File: config.mk
export PLATFORM = sky130hd
export DESIGN_NAME = instruction_fetch_flat
export DESIGN_NICKNAME = d
export VERILOG_FILES = /design/src/rtl/instruction_fetch_if.sv /design/src/rtl/instruction_fetch.sv /design/src/flat_wrapper.sv
export SDC_FILE = /design/constraint.sdc
export NUM_CORES = 1
export LEC_CHECK = 0
export ABC_AREA = 1
export CAP_MARGIN = 0
export CORE_AREA = 4 4 109 111
export CTS_CLUSTER_DIAMETER = 30
export DETAILED_ROUTE_END_ITERATION = 10
export DIE_AREA = 0 0 113 115
export PLACE_DENSITY = 0.86
export REMOVE_ABC_BUFFERS = 1
export SYNTH_ARGS = -nofsm -noshare
export SYNTH_HDL_FRONTEND = slang
export SYNTH_SLANG_ARGS = --single-unit
File: constraint.sdc
create_clock -name clock -period 1.71 [get_ports clock]
set_clock_uncertainty 0.1 [all_clocks]
set_input_delay 0.342 -clock clock [delete_from_list [all_inputs] [get_ports clock]]
set_output_delay 0.342 -clock clock [all_outputs]
set_load 0.01 [all_outputs]
File: src/rtl/instruction_fetch_if.sv
// Fetch-stage bus: instruction memory address/data, decode back-pressure,
// execute redirect, and the instruction register presented to decode.
interface instruction_fetch_if;
  // Instruction memory side
  logic [31:0] instruction_address;
  logic [31:0] instruction_data_input;

  // Control from decode / execute
  logic        stall;
  logic        branch_taken;
  logic [31:0] branch_target;

  // Presented to decode
  logic [31:0] fetched_instruction;
  logic [31:0] fetched_pc;
  logic        fetch_valid;
  logic        halted;
  logic        fetch_error;

  // The fetch unit itself
  modport master (
    output instruction_address,
    input  instruction_data_input,
    input  stall,
    input  branch_taken,
    input  branch_target,
    output fetched_instruction,
    output fetched_pc,
    output fetch_valid,
    output halted,
    output fetch_error
  );

  // Memory, decode and execute surrounding the fetch unit
  modport slave (
    input  instruction_address,
    output instruction_data_input,
    output stall,
    output branch_taken,
    output branch_target,
    input  fetched_instruction,
    input  fetched_pc,
    input  fetch_valid,
    input  halted,
    input  fetch_error
  );
endinterface

File: src/rtl/instruction_fetch.sv
// Program counter and fetch stage. Drives the instruction memory address from
// the PC, latches the returned word into the instruction register, and handles
// stalls, branch redirects, HALT detection and out-of-range fetch errors.
module instruction_fetch #(
  parameter logic [31:0] RESET_PC     = 32'd0,
  parameter logic [4:0]  HALT_OPCODE  = 5'b00110,
  parameter int unsigned MEMORY_DEPTH = 31
) (
  input  logic           clock,
  input  logic           reset,
  instruction_fetch_if.master bus
);

  typedef enum logic [1:0] {
    STATE_IDLE = 2'd0,
    STATE_RUN  = 2'd1,
    STATE_HALT = 2'd2
  } state_t;

  state_t      state_q, state_d;
  logic [31:0] pc_q, pc_d;
  logic [31:0] ir_q, ir_d;
  logic [31:0] fetched_pc_q, fetched_pc_d;
  logic        fetch_valid_q, fetch_valid_d;
  logic        halted_q, halted_d;
  logic        fetch_error_q, fetch_error_d;

  logic        pc_in_range;
  logic        is_halt_word;
  logic [31:0] pc_plus_one;

  // Decode the current fetch: address range check, HALT opcode, sequential PC
  always_comb begin
    pc_in_range  = (pc_q < MEMORY_DEPTH);
    is_halt_word = (bus.instruction_data_input[31:27] == HALT_OPCODE);
    pc_plus_one  = pc_q + 32'd1;
  end

  // State register: synchronous reset wins over everything else
  always_ff @(posedge clock) begin
    if (reset) begin
      state_q       <= STATE_IDLE;
      pc_q          <= RESET_PC;
      ir_q          <= 32'd0;
      fetched_pc_q  <= 32'd0;
      fetch_valid_q <= 1'b0;
      halted_q      <= 1'b0;
      fetch_error_q <= 1'b0;
    end else begin
      state_q       <= state_d;
      pc_q          <= pc_d;
      ir_q          <= ir_d;
      fetched_pc_q  <= fetched_pc_d;
      fetch_valid_q <= fetch_valid_d;
      halted_q      <= halted_d;
      fetch_error_q <= fetch_error_d;
    end
  end

  // Next-state logic: branch beats stall beats normal fetch; everything holds by default
  always_comb begin
    state_d       = state_q;
    pc_d          = pc_q;
    ir_d          = ir_q;
    fetched_pc_d  = fetched_pc_q;
    fetch_valid_d = fetch_valid_q;
    halted_d      = halted_q;
    fetch_error_d = fetch_error_q;

    case (state_q)
      STATE_IDLE: begin
        // One settling cycle for the memory; redirects and stalls are ignored
        state_d       = STATE_RUN;
        fetch_valid_d = 1'b0;
      end

      STATE_RUN: begin
        if (bus.branch_taken) begin
          pc_d          = bus.branch_target;
          fetch_valid_d = 1'b0;
          halted_d      = 1'b0;
          state_d       = STATE_RUN;
        end else if (bus.stall) begin
          state_d = STATE_RUN;
        end else if (!pc_in_range) begin
          fetch_valid_d = 1'b0;
          fetch_error_d = 1'b1;
          halted_d      = 1'b1;
          state_d       = STATE_HALT;
        end else begin
          ir_d          = bus.instruction_data_input;
          fetched_pc_d  = pc_q;
          fetch_valid_d = 1'b1;
          if (is_halt_word) begin
            halted_d = 1'b1;
            state_d  = STATE_HALT;
          end else begin
            pc_d = pc_plus_one;
          end
        end
      end

      STATE_HALT: begin
        if (bus.branch_taken) begin
          // A HALT fetched on a wrong path is cancelled by the late redirect
          pc_d          = bus.branch_target;
          fetch_valid_d = 1'b0;
          halted_d      = 1'b0;
          state_d       = STATE_RUN;
        end else if (bus.stall) begin
          state_d = STATE_HALT;
        end else begin
          // Decode has consumed the HALT instruction; nothing more to offer
          fetch_valid_d = 1'b0;
          state_d       = STATE_HALT;
        end
      end

      default: begin
        state_d       = STATE_IDLE;
        fetch_valid_d = 1'b0;
      end
    endcase
  end

  // Outputs come straight from registers; the memory address is the PC itself
  always_comb begin
    bus.instruction_address = pc_q;
    bus.fetched_instruction = ir_q;
    bus.fetched_pc          = fetched_pc_q;
    bus.fetch_valid         = fetch_valid_q;
    bus.halted              = halted_q;
    bus.fetch_error         = fetch_error_q;
  end

endmodule

File: src/flat_wrapper.sv
// flat-port wrapper written by rule: the top's interface ports become plain ports
module instruction_fetch_flat 
#(
  parameter logic [31:0] RESET_PC     = 32'd0,
  parameter logic [4:0]  HALT_OPCODE  = 5'b00110,
  parameter int unsigned MEMORY_DEPTH = 31
)
  (clock, reset, bus_instruction_address, bus_instruction_data_input, bus_stall, bus_branch_taken, bus_branch_target, bus_fetched_instruction, bus_fetched_pc, bus_fetch_valid, bus_halted, bus_fetch_error);
  instruction_fetch_if bus_i ();
  input  logic clock;
  input  logic reset;
  output wire logic [$bits(bus_i.instruction_address)-1:0] bus_instruction_address;
  input wire logic [$bits(bus_i.instruction_data_input)-1:0] bus_instruction_data_input;
  input wire logic [$bits(bus_i.stall)-1:0] bus_stall;
  input wire logic [$bits(bus_i.branch_taken)-1:0] bus_branch_taken;
  input wire logic [$bits(bus_i.branch_target)-1:0] bus_branch_target;
  output wire logic [$bits(bus_i.fetched_instruction)-1:0] bus_fetched_instruction;
  output wire logic [$bits(bus_i.fetched_pc)-1:0] bus_fetched_pc;
  output wire logic [$bits(bus_i.fetch_valid)-1:0] bus_fetch_valid;
  output wire logic [$bits(bus_i.halted)-1:0] bus_halted;
  output wire logic [$bits(bus_i.fetch_error)-1:0] bus_fetch_error;
  assign bus_instruction_address = bus_i.instruction_address;
  assign bus_i.instruction_data_input = bus_instruction_data_input;
  assign bus_i.stall = bus_stall;
  assign bus_i.branch_taken = bus_branch_taken;
  assign bus_i.branch_target = bus_branch_target;
  assign bus_fetched_instruction = bus_i.fetched_instruction;
  assign bus_fetched_pc = bus_i.fetched_pc;
  assign bus_fetch_valid = bus_i.fetch_valid;
  assign bus_halted = bus_i.halted;
  assign bus_fetch_error = bus_i.fetch_error;
  instruction_fetch #(.RESET_PC(RESET_PC), .HALT_OPCODE(HALT_OPCODE), .MEMORY_DEPTH(MEMORY_DEPTH)) u_core (.clock(clock), .reset(reset), .bus(bus_i));
endmodule
==> key figures, run 1 <==
Cells and area
  • Multi-input gate area: 2100 µm²
  • Final instance count without filler cells: 1007
  • Commonest non-fill, non-tap cell in the layout: nor2_1
  • Final nets: 935
  • Fillers: 881
  • Fraction of layout cells with a size suffix above 1: 0.219
  • Commonest cells after routing, fill and taps aside: 134 x nor2_1, 89 x nand2_1, 88 x dfxtp_1, 87 x inv_1, 78 x dlygate4sd2_1
  • Reg area: 2040 µm²
  • Ant. Diodes: 0
  • P&R area growth vs syn: 69.4%

Global routing
  • Vias in the first global route: 4699
  • Total track usage: 0.202
  • Gr ovfl total: 0
  • First-pass GRT wire length: 21600 µm
  • Pin count of the biggest net entering global routing: roughly 60
  • Initial antenna violation count: 0

Die
  • Row count: 38
  • Initial Util: 0.401
  • Core area: between 10000 and 15000 µm²
  • DIE AREA: 13000 µm²
  • # IOs: 167
  • Die Ht: 115 µm
  • Die X: ~110 µm

Timing
  • Fin. max-slew vios: 0
  • Fmax achieved: ~540 MHz
  • Setup TNS: -2.74 ns
  • Hold Fails Final Rpt: 0
  • Worst-Margin Slew: 0.417 ns
  • Final WS setup: -0.129 ns
  • Fin crit share: 1.08
  • RSZ-0062 raised after global routing: true
  • Setup violators final: 63
  • Slew HR: 0.720
  • Crit path time final: 1.84 ns

Detailed routing
  • DRT Pass-1 Iters: 4
  • ANT nets after route: 0
  • Total vias in the final route: 4778
  • Final WL: 13900 µm
  • Vias/cell: 4.74
  • Initial DRC count: 265
  • WL per Instance: 13.8 µm
  • DRC Markers: 0

Worst setup path
  • CP startpoint kind: register
  • Slowest-stage cell, CP: dfxtp_2
  • CP Data Arrival Time: between 2 and 2.5 ns
  • Worst Setup SP: u_core.state_q[1]
  • Crit path largest cell delay: 0.34 ns
  • Critical path class: register to register
  • CP most frequent cell: nand2_1
  • Worst Path Required: about 1.9 ns
  • Kind of end point of the critical path: register
  • Largest fanout on the critical path: 8
  • Reg2Reg Launch Point: u_core.state_q[1]
  • Cell Chain, Critical Path: buf_4 -> ha_4 -> o21ai_1 -> nand2_1 -> inv_2 -> nand3_4 -> buf_6 -> clkbuf_16 -> nand2_1 -> nand2_1 -> nor2_1

Placed design
  • DP HPWL: 9270 µm
  • PortBufs: about 170
  • DP Worst Slack: -0.308 ns
  • Routability cong.: 0.849
  • Cells after DPL: between 900 and 1000

Synth
  • Share of the synthesized area in the top cell type: 0.468
  • Mean Syn Cell Area: 6.82 µm²
  • Flops & latches, synth: 101
  • Mapped Area: 4320 µm²
  • Leading post-synthesis cells by cell area: dfxtp_1 47%, nor2_1 15%, nand2_1 8.9%
  • Synth Instances: 634
  • Register area share after synthesis: 0.468
  • Synth cell types: 26
  • Yosys warns: 0
  • Leading area contributor after synthesis: dfxtp_1

Power
  • Comb power frac: 0.280
  • IR drop worst, VDD: just over 0.0005 V
  • Int Pwr: between 3 and 4 mW
  • Pwr dens: roughly 770 nW/µm²
  • Flop pwr share: 0.454
  • Net Switching: 1.78 mW
  • Net Sw Frac: 0.315
  • Pleak: 4.22 nW
  • Clock power share: 0.266

Flow run
  • Max-Cap Viols: 0

Clock tree
  • Post-CTS Hold Fix Bufs: 0
  • Worst-skew pair later-pin latency: around 0.36 ns
  • CTS Sinks: 101
  • Clk buf depth: 2
  • CTS buffer count: 9
  • Max H-tree Level: 3
  • Clk slew on worst S/H paths: around 0.11 ns
  • CTS tree: yes
  • Clk root buf: clkbuf_8

Worst hold path
  • Hold path startpoint: u_core.bus.fetched_pc[5]
  • Hold Crit Class: register to register

Status
  • Status: finished with violations
  • Failing checks: setup timing
## per-stage QoR
step	utilization	hold slack (ns)	power [mW]	cell area, µm²
6_report	0.679	0.357	5.63	7320
5_1_grt	0.679	0.377	5.92	7320
4_1_cts	0.655	0.359	5.52	7070
3_3_place_gp	0.609	0.331	3.83	6580
2_1_floorplan	-	0.304	3.13	4180
3_5_place_dp	0.609	0.345	3.86	6580
## power by group through the flow
stage | clock, mW | sequential, mW | combinational [mW]
floorplan | 0 | 2.65 | 0.482
global placement | 0 | 2.58 | 1.26
detailed placement | 0 | 2.58 | 1.28
CTS | 1.54 | 2.54 | 1.45
global route | 1.64 | 2.57 | 1.72
finish | 1.50 | 2.56 | 1.57
## area by class of cell
class / count / area share
clock buffers: 9 / 0.0169
clock inverters: 7 / 0.0109
inverters: 94 / 0.0489
multi-input cells: 409 / 0.287
flip-flops and latches: 101 / 0.278
well taps: 140 / 0.0239
repair buffers: 247 / 0.334
## kinds of logic (layout without fill, tap and decap cells)
logic type	after synthesis	in the layout	synth area share
and+or+nand+nor	336	336	0.317
buffers and inverters	124	357	0.116
DFF	101	101	0.468
AOI/OAI and AO/OA	64	64	0.0773
adders and majority gates	5	5	0.0145
xor gates and xnor gates	4	4	0.00811
## layer usage
layer  GRT usage  up-vias  part of all wire  routed length [µm]
li1            -     2383                 -                   -
met1       0.237     2160              0.39                5440
met2       0.345      204              0.48                6690
met3      0.0821       31              0.10                1430
met5           0        -                 0                   0
met4      0.0513        0             0.025                 343
## worst max-delay path, delay by kind of cell, from the launching register on
family	cells	cell delay, ns
compound gates	1	0.14
fa+ha+maj	1	0.17
buf+inv	4	0.58
flops	1	0.34
simple gates	5	0.44
## synthesized netlist by cell type
cell type / number
nor2_1: 174
nand2_1: 103
dfxtp_1: 101
inv_1: 91
o21ai_0: 44
nand3_1: 43
clkbuf_1: 17
a21oi_1: 15
buf_2: 10
ha_1: 5
nand4_1: 4
buf_6: 3
nor2_2: 3
nor3_1: 3
xor2_1: 3
inv_2: 2
nand2_2: 2
nand3_2: 2
nor2_4: 2
a21oi_2: 1
a31oi_1: 1
clkinv_1: 1
o2111ai_1: 1
o211ai_1: 1
o31ai_1: 1
xnor2_1: 1
## state kept, by name (all words and copies together) (netlist names)
| signal | count |
|---|---|
| u_core.bus.halted | 1 |
| u_core.state_q | 2 |
| u_core.bus.fetch_error | 1 |
| u_core.bus.fetch_valid | 1 |
| u_core.bus.fetched_pc | 32 |
| u_core.bus.fetched_instruction | 32 |
| u_core.bus.instruction_address | 32 |
## path summary, 6_finish.rpt
path                                              to  slack, ns  cells after the start
setup / recovery  u_core.bus.instruction_address[10]      -0.13                     11
hold / removal              u_core.bus.fetched_pc[5]       0.36                      2
setup reg to reg  u_core.bus.instruction_address[10]      -0.13                     11
hold reg to reg             u_core.bus.fetched_pc[5]       0.36                      2
## timing repair
item,4_1_cts,5_1_grt
endpoints found under the setup margin,171,123
cloned,4,3
setup buffers,10,5
gates resized for setup,138,98
pin swaps,7,23
Power figures use the tool's default switching activity.
==> run 2: changes to the inputs <==
- CORE_AREA: 4 4 109 111 -> 4 4 105 107
- DIE_AREA: 0 0 113 115 -> 0 0 109 111
- PLACE_DENSITY: 0.86 -> 0.89
- clock period: 1.71 -> 2.1 ns (I/O delays scaled with it)
==> key figures, run 2 (synthesized netlist as in run 1, its figures left out) <==
Worst setup path
  • Largest delay share family, worst path: buffers and inverters
  • Cell Chain, Critical Path: clkdlybuf4s50_1
  • CP Buf/Inv Count: 1 (-3)
  • Reg2Reg Launch Point: u_core.bus.instruction_address[1]
  • R2r setup slk: 0.22 ns (+0.35 ns)
  • Reg2reg path depth: 11 (unchanged)
  • Worst Path Required: 1.58 ns (-0.32 ns)
  • R2r endpoint: u_core.bus.instruction_address[16]
  • Largest fanout on the critical path: 7 (-1)
  • Critical path class: register to output port
  • Kind of end point of the critical path: output port
  • CP Data Arrival Time: 1.42 ns (-0.61 ns)
  • Crit path largest cell delay: 0.59 ns (+0.25 ns)
  • Worst path depth: 1 (-10)
  • Worst Setup SP: u_core.bus.instruction_address[5]
  • Crit path capture: bus_instruction_address[5]
  • CP startpoint kind: register
  • Slowest-stage cell, CP: clkdlybuf4s50_1

Cells and area
  • Ant. Diodes: 0 (unchanged)
  • Commonest cells after routing, fill and taps aside: 173 x nor2_1, 166 x clkdlybuf4s50_1, 103 x nand2_1, 101 x dfxtp_1, 91 x inv_1
  • Commonest non-fill, non-tap cell in the layout: nor2_1
  • Fraction of layout cells with a size suffix above 1: 0.0585 (-0.161)
  • Final instance count without filler cells: 939 (-6.8%)
  • Final nets: 871 (-6.8%)
  • P&R area growth vs syn: 49.0%

Clock tree
  • Max H-tree Level: 3 (unchanged)
  • Clk buf depth: 2 (unchanged)
  • Clk root buf: clkbuf_8
  • Setup Buffers After CTS: 0 (-10)
  • CTS tree: yes
  • Worst-skew pair later-pin latency: 0.36 ns (about the same)
  • Clk slew on worst S/H paths: 0.11 ns (about the same)
  • CTS buffer count: 9 (unchanged)
  • CTS Sinks: 101 (unchanged)
  • Post-CTS Hold Fix Bufs: 0 (unchanged)

Power
  • Pleak: 3.06 nW (-27%)
  • Overall Power: 4.20 mW (-25%)
  • Pwr dens: 652 nW/µm² (-15%)
  • IR drop worst, VDD: 0.000415 V (-20%)

Global routing
  • GR Util met2: 0.303 (-0.0422)
  • Met1 Use GR: 0.237 (about the same)
  • First-pass GRT wire length: 19200 µm (-11%)
  • Gr ovfl total: 0 (unchanged)
  • Met3 global-route usage: 0.0903 (+0.00817)
  • Grt peak-use layer: met2
  • Pin count of the biggest net entering global routing: 50 (-18%)
  • Total track usage: 0.197 (-0.00532)
  • Vias in the first global route: 4110 (-13%)
  • Initial antenna violation count: 0 (unchanged)

Detailed routing
  • WL per Instance: 12.8 µm (-7.4%)
  • Total vias in the final route: 4340 (-9.2%)
  • ANT nets after route: 0 (unchanged)
  • Initial DRC count: 150 (-43%)
  • Vias/cell: 4.62 (-2.6%)
  • Final WL: 12000 µm (-14%)
  • DRT Pass-1 Iters: 4 (unchanged)
  • DRC Markers: 0 (unchanged)

Timing
  • Fmax achieved: 517 MHz
  • Fin. max-slew vios: 0 (unchanged)
  • Crit path time final: 1.94 ns
  • Worst-Margin Slew: 0.435 ns (+0.0175 ns)
  • Hold Fails Final Rpt: 0 (unchanged)
  • Setup violators final: 0 (-100%)
  • Fin crit share: 0.922
  • Hold_ws: 0.358 ns (+0.000486 ns)
  • Slew HR: 0.708 (-0.0115)
  • RSZ-0062 raised after global routing: false

Die
  • DIE AREA: 12100 µm² (-6.9%)
  • Row count: 37 (-2.6%)
  • Die Ht: 111 µm (-3.5%)
  • # IOs: 167 (unchanged)
  • Initial Util: 0.426 (+0.0259)
  • Core area: 10100 µm² (-6.1%)
  • Die X: 109 µm (-3.5%)

Placed design
  • DP HPWL: 8880 µm (-4.2%)
  • Routability cong.: 0.851 (+0.31%)
  • Cells after DPL: 923 (-5.0%)
  • PortBufs: 166 (unchanged)

Worst hold path
  • Hold Crit Class: register to register
  • Hold path startpoint: u_core.bus.fetched_pc[15]

Status
  • Status: finished, final reports clean

Flow run
  • Max-Cap Viols: 0 (unchanged)
## run 2: how the worst min path moves through the flow
| stage | endpoint | cells after the start | slack [ns] |
|---|---|---|---|
| after floorplan | u_core.bus.fetched_pc[5] | 2 | 0.37 |
| after global placement | u_core.bus.fetched_pc[5] | 2 | 0.33 |
| after detailed placement | u_core.bus.fetched_pc[14] | 2 | 0.34 |
| after CTS | u_core.bus.fetched_pc[15] | 2 | 0.36 |
| after global routing | u_core.bus.fetched_pc[23] | 2 | 0.37 |
| final | u_core.bus.fetched_pc[15] | 2 | 0.36 |
## run 2: repair_timing
item	4_1_cts	5_1_grt
endpoints found under the setup margin	0	17
resized for setup	0	1
endpoints found under the hold margin	0	0
## run 2: cell type report
| class | instances | area (µm²) |
|---|---|---|
| clock buffers | 9 | 124 |
| clock inverters | 7 | 80.1 |
| fillers | 849 | 3700 |
| inverters | 94 | 353 |
| multi-input cells | 409 | 1800 |
| flip-flops and latches | 101 | 2020 |
| well taps | 136 | 170 |
| repair buffers | 183 | 1890 |
## run 2: power breakdown
part	internal (mW)	leakage [nW]	switching, mW
Clock	0.472	0.0990	0.758
Sequential	2.01	0.820	0.0839
Combinational	0.444	2.15	0.434
## run 2: per-layer routing
| layer | vias up | wire [µm] | part of all wire |
|---|---|---|---|
| met1 | 1913 | 4970 | 0.41 |
| li1 | 2244 | - | - |
| met5 | - | 0 | 0 |
| met3 | 24 | 1390 | 0.12 |
| met2 | 159 | 5360 | 0.45 |
| met4 | 0 | 282 | 0.023 |
## run 2: through the flow
step,util,setup TNS (ns),cell area (µm²),worst slack (ns)
4_1_cts,0.635,0,6440,0.156
3_5_place_dp,0.615,-0.0451,6230,-0.0362
6_report,0.635,0,6440,0.165
3_3_place_gp,0.615,0,6230,0.0536
5_1_grt,0.635,0,6440,0.0316
2_1_floorplan,-,-17.23,4180,-0.217
